[src/rtl/a2d_pkg.sv]
// Shared definitions for the A2D sampling scheduler: channel map, FSM states,
// slot type and SPI command builder.
package a2d_pkg;

  localparam logic [2:0] CH_BATT   = 3'd0;
  localparam logic [2:0] CH_CURR   = 3'd1;
  localparam logic [2:0] CH_BRAKE  = 3'd3;
  localparam logic [2:0] CH_TORQUE = 3'd4;

  typedef enum logic [1:0] {IDLE, CMD, GAP, READ} sched_state_t;

  typedef logic [1:0] slot_t;

  function automatic logic [15:0] mk_cmd(input logic [2:0] chan);
    return {2'b00, chan, 11'h000};
  endfunction

  // Slot order batt -> curr -> brake -> torque
  function automatic logic [2:0] slot_chan(input slot_t slot);
    case (slot)
      2'd0:    return CH_BATT;
      2'd1:    return CH_CURR;
      2'd2:    return CH_BRAKE;
      default: return CH_TORQUE;
    endcase
  endfunction

endpackage

[src/rtl/a2d_slot_regs.sv]
// Four 12-bit conversion result registers with a one-cycle per-slot update
// strobe, written by slot index plus load enable.
module a2d_slot_regs
  import a2d_pkg::*;
(
  input  logic        clk,
  input  logic        rst_n,
  input  logic        ld,
  input  logic [1:0]  slot,
  input  logic [11:0] din,
  output logic [11:0] batt,
  output logic [11:0] curr,
  output logic [11:0] brake,
  output logic [11:0] torque,
  output logic [3:0]  smpl_vld
);

  logic [11:0] res_q [4];

  for (genvar gi = 0; gi < 4; gi++) begin : g_slot
    logic [11:0] res_reg;
    logic        vld_reg;
    logic        hit;

    assign hit = ld && (slot == slot_t'(gi));

    always_ff @(posedge clk or negedge rst_n) begin
      if (!rst_n) begin
        res_reg <= 12'h000;
        vld_reg <= 1'b0;
      end else begin
        vld_reg <= hit;
        if (hit) res_reg <= din;
      end
    end

    assign res_q[gi]    = res_reg;
    assign smpl_vld[gi] = vld_reg;
  end

  assign batt   = res_q[0];
  assign curr   = res_q[1];
  assign brake  = res_q[2];
  assign torque = res_q[3];

endmodule

[src/rtl/a2d_sample_sched.sv]
// Round-robin owner of the shared A2D SPI master: each conversion is a command
// transaction, one dead cycle, then a read-back transaction carrying the result.
module a2d_sample_sched
  import a2d_pkg::*;
#(
  parameter int FAST_SIM = 1,
  parameter int TIMEOUT  = 4095
) (
  input  logic        clk,
  input  logic        rst_n,
  output logic        spi_wrt,
  output logic [15:0] spi_cmd,
  input  logic        spi_done,
  input  logic [15:0] spi_rd,
  output logic [11:0] batt,
  output logic [11:0] curr,
  output logic [11:0] brake,
  output logic [11:0] torque,
  output logic [3:0]  smpl_vld,
  output logic        spi_err
);

  localparam int IW = (FAST_SIM != 0) ? 8 : 14;
  localparam int TW = $clog2(TIMEOUT + 1);

  sched_state_t  state_reg;
  slot_t         slot_reg;
  logic [IW-1:0] ivl_reg;
  logic [TW-1:0] tmo_reg;
  logic          wrt_reg;
  logic [15:0]   cmd_reg;
  logic          err_reg;

  logic        cnv_req;
  logic        tmo_hit;
  logic        ld;
  logic [15:0] slot_cmd;
  logic        unused_rd_hi;

  assign cnv_req      = &ivl_reg;
  assign tmo_hit      = (tmo_reg == TW'(TIMEOUT));
  assign ld           = (state_reg == READ) && spi_done;
  assign slot_cmd     = mk_cmd(slot_chan(slot_reg));
  assign unused_rd_hi = ^spi_rd[15:12];

  always_ff @(posedge clk or negedge rst_n) begin
    if (!rst_n) ivl_reg <= '0;
    else        ivl_reg <= ivl_reg + 1'b1;
  end

  // spi_done is tested before the timeout so a coincident done counts as completion
  always_ff @(posedge clk or negedge rst_n) begin
    if (!rst_n) begin
      state_reg <= IDLE;
      slot_reg  <= '0;
      tmo_reg   <= '0;
      wrt_reg   <= 1'b0;
      cmd_reg   <= 16'h0000;
      err_reg   <= 1'b0;
    end else begin
      wrt_reg <= 1'b0;
      case (state_reg)
        IDLE: begin
          if (cnv_req) begin
            wrt_reg   <= 1'b1;
            cmd_reg   <= slot_cmd;
            tmo_reg   <= '0;
            state_reg <= CMD;
          end
        end
        CMD: begin
          if (spi_done) begin
            state_reg <= GAP;
          end else if (tmo_hit) begin
            err_reg   <= 1'b1;
            slot_reg  <= slot_reg + 1'b1;
            state_reg <= IDLE;
          end else begin
            tmo_reg <= tmo_reg + 1'b1;
          end
        end
        GAP: begin
          wrt_reg   <= 1'b1;
          tmo_reg   <= '0;
          state_reg <= READ;
        end
        READ: begin
          if (spi_done) begin
            slot_reg  <= slot_reg + 1'b1;
            state_reg <= IDLE;
          end else if (tmo_hit) begin
            err_reg   <= 1'b1;
            slot_reg  <= slot_reg + 1'b1;
            state_reg <= IDLE;
          end else begin
            tmo_reg <= tmo_reg + 1'b1;
          end
        end
        default: state_reg <= IDLE;
      endcase
    end
  end

  a2d_slot_regs u_slot_regs (
    .clk      (clk),
    .rst_n    (rst_n),
    .ld       (ld),
    .slot     (slot_reg),
    .din      (spi_rd[11:0]),
    .batt     (batt),
    .curr     (curr),
    .brake    (brake),
    .torque   (torque),
    .smpl_vld (smpl_vld)
  );

  assign spi_wrt = wrt_reg;
  assign spi_cmd = cmd_reg;
  assign spi_err = err_reg;

endmodule

[config.mk]
export PLATFORM = sky130hd
export DESIGN_NAME = a2d_sample_sched
export DESIGN_NICKNAME = d
export VERILOG_FILES = /design/src/rtl/a2d_pkg.sv /design/src/rtl/a2d_slot_regs.sv /design/src/rtl/a2d_sample_sched.sv
export SDC_FILE = /design/constraint.sdc
export NUM_CORES = 1
export LEC_CHECK = 0
export BUFFER_PORTS_ARGS = -buffer_cell sky130_fd_sc_hd__buf_2
export CORE_ASPECT_RATIO = 1.1
export CORE_MARGIN = 2
export CORE_UTILIZATION = 50
export CTS_CLUSTER_SIZE = 25
export DETAILED_ROUTE_END_ITERATION = 16
export GPL_TIMING_DRIVEN = 0
export PLACE_DENSITY_LB_ADDON = 0.05
export SLEW_MARGIN = 40
export SYNTH_ARGS = -nofsm -noshare
export SYNTH_HDL_FRONTEND = slang
export SYNTH_SLANG_ARGS = --single-unit
[constraint.sdc]
create_clock -name clk -period 3.8 [get_ports clk]
set_input_delay 0.95 -clock clk [delete_from_list [all_inputs] [get_ports clk]]
set_output_delay 0.95 -clock clk [all_outputs]
set_load 0.01 [all_outputs]
; Word level (Yosys, flattened, before mapping)
; Cells that the tools add are included.
[word_totals]
mem_count = 0
latch_bits = 0
elab_cells = 60
ramBits = 0
input_bits = 19
out_inout_bits = 70
ff_bits = 81
romBits = 0
[classes]
magnitude_cmp = 0
shift = 0
muxes = 16
eq_ne = 11
div_mod_pow = 0
reduce_logical = 14
addsub = 3
bitwise_logic = 1
mul = 0
[op_table]
columns = operator, n
row1 = $mux 12, 3
row2 = $pmux 12 s3, 1
row3 = $mux 2, 7
row4 = $add 12x1->12 const B, 1
row5 = $eq 12x12->1 const B, 1
row6 = $pmux 3 s3, 1
row7 = $reduce_and 9->1, 1
row8 = $add 8x1->8 const B, 1
row9 = $eq 2x2->1 const B, 4
row10 = $ne 2x2->1 const B, 4
row11 = $pmux 2 s4, 1
row12 = $reduce_and 8->1, 1
row13 = $reduce_and 3->1, 2
row14 = $logic_and 1x1->1, 5
row15 = $eq 2x1->1 const B, 2
row16 = $logic_not 2->1, 2
row17 = $pmux 2 s2, 1
row18 = $add 2x1->2 const B, 1
row19 = $pmux 1 s2, 1
row20 = $reduce_and 2->1, 1
row21 = $reduce_bool 2->1, 1
row22 = $reduce_or 2->1, 1
row23 = $mux 1, 1
row24 = $not 1->1, 1

; Depth between registers and ports, before layout
[depth]
depth_word = 4
depth_mapped = 7
depth_no_buf = 5

; Cells and area by module
; A second synthesis with hierarchy kept.
[unflattened]
hier_cells = 254
hier_area_um2 = 3434.5
[by_module_without_submodules]
columns = module, seq_area_each_um2, cells_each, area_each_um2, instances
row1 = a2d_slot_regs, 1301.2, 115, 1951.9, 1
row2 = a2d_sample_sched, 725.7, 139, 1482.7, 1

; Least setup slack after synthesis
; Ideal clock, no wire load.
[synth_timing]
path_type = input-to-reg
start = input port spi_done
end = register tmo_reg[8]
required_ps = 3722
n_path_buf = 1
arrival_ps = 1904
slack_ps = 1819
path_stages = 5
setup_time_ps = 78
cell_sequence = nand2_1 o41ai_4 buf_6 or4b_1 a21oi_1
[synth_via]
elab_chain_cells = 2
[synth_rtl]
columns = element, line
row1 = from (decl), a2d_sample_sched.sv:13  ; input logic spi_done,
row2 = $ne 2x2->1 (no source line), --
row3 = $reduce_and 3->1 (no source line), --
row4 = to (signal assigned), a2d_sample_sched.sv:79  ; tmo_reg <= tmo_reg + 1'b1;
row5 = to (signal assigned), a2d_sample_sched.sv:96  ; tmo_reg <= tmo_reg + 1'b1;
row6 = to (decl), a2d_sample_sched.sv:29  ; logic [TW-1:0] tmo_reg;
; No other way between the ends.
; A chain may end at the register's enable or synchronous reset.

; Final worst setup path
[layout_timing]
start = register tmo_reg[0]
end = register tmo_reg[9]
[layout_via]
elab_chain_cells = 4
word_cells_on_any_way = 7
cone_classes = add/sub: 1 / eq/ne: 2 / mux: 3 / reduce/logical: 1
[layout_rtl]
columns = element, line
row1 = $add 12x1->12, "a2d_sample_sched.sv:79, a2d_sample_sched.sv:96"
row2 = $mux 12, "a2d_sample_sched.sv:74, a2d_sample_sched.sv:91"
row3 = $mux 12, a2d_sample_sched.sv:88  ; if (spi_done) begin
row4 = $pmux 12 s3, a2d_sample_sched.sv:62  ; case (state_reg)
; Several ways; a longest one is shown, not always the timed one. The select of a mux whose other input is x is not followed.

==> run_results.csv <==
group,metric,value,unit
synth,yosysWarnings,0,
die,core,0.00693,mm^2
route,wl_per_cell,15.1,um
pwr,p_leak,2.39,nW
global_route,track_usage,18.8,%
cells_and_area,fill_cells,569,
die,die_w,84.0,um
clock_tree,clock_sinks,81,
timing,tns,0,ns
min_path,hp-class,"reg2reg",
synth,synth_area_per_cell,13.2,um^2
setup_path,critPathMaxStageDelay,0.60,ns
pwr,powerDensity,371,mW/mm^2
synth,synth_ff_type,"dfrtp_1",
cells_and_area,final_cells,451,
cells_and_area,layout_common_cells,"dfrtp_1, buf_2, mux2_2",
synth,ys_ff_latch,81,
placement,numPlacedInstances,436,
timing,fmax,472,MHz
die,chipHeight,92.0,um
placement,port_buffers,71,
die,io_pins,89,
die,rows,32,
clock_tree,cts_resized,0,
setup_path,cp_max_fo,10,
synth,synth_edf_count,0,
route,ant_nets,0,
timing,worst_pin_slew,0.713,ns
flow_run,cap_violations,0,
global_route,grt_max_degree,42,
synth,synth-async-reset-ratio,100,%
pwr,worst_ir_drop_vdd,0.183,mV
clock_tree,htree_levels,3,
cells_and_area,post-route-util,61.5,%
setup_path,worstReg2RegStart,"tmo_reg[0]",
setup_path,cp-startpoint,"tmo_reg[0]",
cells_and_area,drive_above_1_share,45.9,%
timing,holdWs,0.470,ns
global_route,grt-ovfl-total,0,
cells_and_area,diodes,0,
clock_tree,clkTransAtPathRegs,0.08,ns
setup_path,cp.required,4.07,ns
cells_and_area,layout.cells.most_common,"dfrtp_1",
timing,drv_slew,0,
synth,ys_types,40,
synth,syn-instance-count,267,
route,drt-vias-per-instance,5.08,
timing,layout_worst_path_cycle_share,55.8,%
route,drt_iter0_markers,54,
timing,period_minus_slack,2.12,ns
placement,gp_congestion,0.804,
route,vias,2291,
setup_path,end_kind,"flip-flop",
clock_tree,cts_tree,"done",
global_route,grt_pass1_wl,11200,um
timing,finalClockSkew,0.00712,ns
setup_path,crit_slowest_cell,"o41ai_4",
timing,rsz0062_at_grt,"false",
global_route,antenna_found_initial,0,
timing,slew_headroom,52.3,%
route,drtPass1Iterations,4,
cells_and_area,nets,388,
clock_tree,clk_path_buf_depth,2,
route,drt_wl_total,6800,um
clock_tree,numCtsBuffers,9,
clock_tree,clk_latency,0.35,ns
setup_path,path_cells,"ha_1 > nand3_2 > o41ai_4 > buf_6 > buf_8 > o31ai_1 > a21oi_1",
setup_path,criticalPathCategory,"reg2reg",
placement,dpl.hpwl,4760,um
clock_tree,clockRootBuffer,"clkbuf_8",
synth,netlist_area,0.00352,mm^2
setup_path,start_kind,"flip-flop",
die,floorplan.initialDensity,50.8,%
clock_tree,post_cts_buffers,0,
setup_path,worstPathArrival,2.39,ns
timing,finalSetupViolCount,0,
route,drcViolationCount,0,
synth,seq_area_frac_synth,57.7,%
min_path,hold_start,"ivl_reg[7]",
status,status,"complete, no violations",
global_route,grt_pass1_vias,2282,
die,dieArea,0.00772,mm^2
timing,final_hold_viol_count,0,
clock_tree,ctsHoldBuffers,0,
cells_and_area,syn2layout_area_growth,21.1,%
==> worst max-delay path, delay by kind of cell (launching register included) <==
family / cells / cell delay [ns]
adders and majority gates: 1 / 0.26
AOI/OAI and AO/OA: 3 / 0.80
buffers and inverters: 2 / 0.36
DFF: 1 / 0.45
and+or+nand+nor: 1 / 0.16
==> layer usage <==
metal | vias up | track usage, % | wire [um]
li1 | 1115 | - | -
met1 | 1111 | 23.1 | 3070
met2 | 56 | 31.2 | 3280
met3 | 9 | 5.22 | 323
met4 | 0 | 8.06 | 121
met5 | - | 0 | 0
==> final cells by class <==
cell class,count,area [um^2],area share (%)
clock buffers,9,124,2.91
clock inverters,6,83.8,1.97
inverters,9,33.8,0.794
well taps,85,106,2.50
repair buffers,72,382,8.97
multi-input cells,163,1310,30.8
flip-flops and latches,81,2030,47.6
plain buffers,26,189,4.44
==> power breakdown <==
| part | internal, mW | switching (mW) |
|---|---|---|
| clock | 0.364 | 0.306 |
| combinational | 0.0173 | 0.0311 |
| sequential | 0.861 | 0 |
| total | 1.24 | 0.337 |
==> cell families after synthesis <==
logic type / share of synthesized area [%]
buffers and inverters: 6.33
adder cells (fa/ha/maj): 2.49
flip-flops: 57.7
other: 0.107
multiplexers: 16.6
AND/OR/NAND/NOR: 9.00
AO/OA/AOI/OAI: 6.05
XOR/XNOR: 1.74
==> per-stage QoR <==
stage          cell area [um^2]  worst slack, ns  power [mW]
3_3_place_gp               4020             1.16       0.924
6_report                   4260             1.68        1.58
3_5_place_dp               4050             1.48       0.928
4_1_cts                    4260             1.68        1.60
2_1_floorplan              3560             1.82       0.895
5_1_grt                    4260             1.49        1.64
==> worst paths after layout <==
path                                                 endpoint  slack [ns]  cells past startpoint
worst max-delay path                               tmo_reg[9]        1.68                      7
worst min-delay path                               ivl_reg[7]        0.47                      1
worst max register to register                     tmo_reg[9]        1.68                      7
worst min register to register                     ivl_reg[7]        0.47                      1
max in group asynchronous                 u_slot_regs.curr[9]        2.75                      2
min in group asynchronous       u_slot_regs.g_slot[1].vld_reg        0.50                      1
==> synthesized netlist by cell type, types with 2 or more instances <==
| library cell | number | area [um^2] |
|---|---|---|
| dfrtp_1 | 81 | 2030 |
| nand4_1 | 3 | 18.8 |
| nor2_1 | 5 | 18.8 |
| and4_1 | 3 | 26.3 |
| nand3_1 | 8 | 40.0 |
| buf_4 | 17 | 128 |
| o21ai_1 | 3 | 15.0 |
| buf_2 | 7 | 35.0 |
| and3_1 | 4 | 25.0 |
| mux2_2 | 51 | 574 |
| xnor2_1 | 6 | 52.6 |
| ha_1 | 7 | 87.6 |
| inv_1 | 9 | 33.8 |
| nand2_1 | 11 | 41.3 |
| o31ai_1 | 8 | 60.1 |
| nor4_1 | 2 | 12.5 |
| a21oi_1 | 12 | 60.1 |
| or4_1 | 8 | 60.1 |
Note: power is estimated with default switching activity, not from simulation.
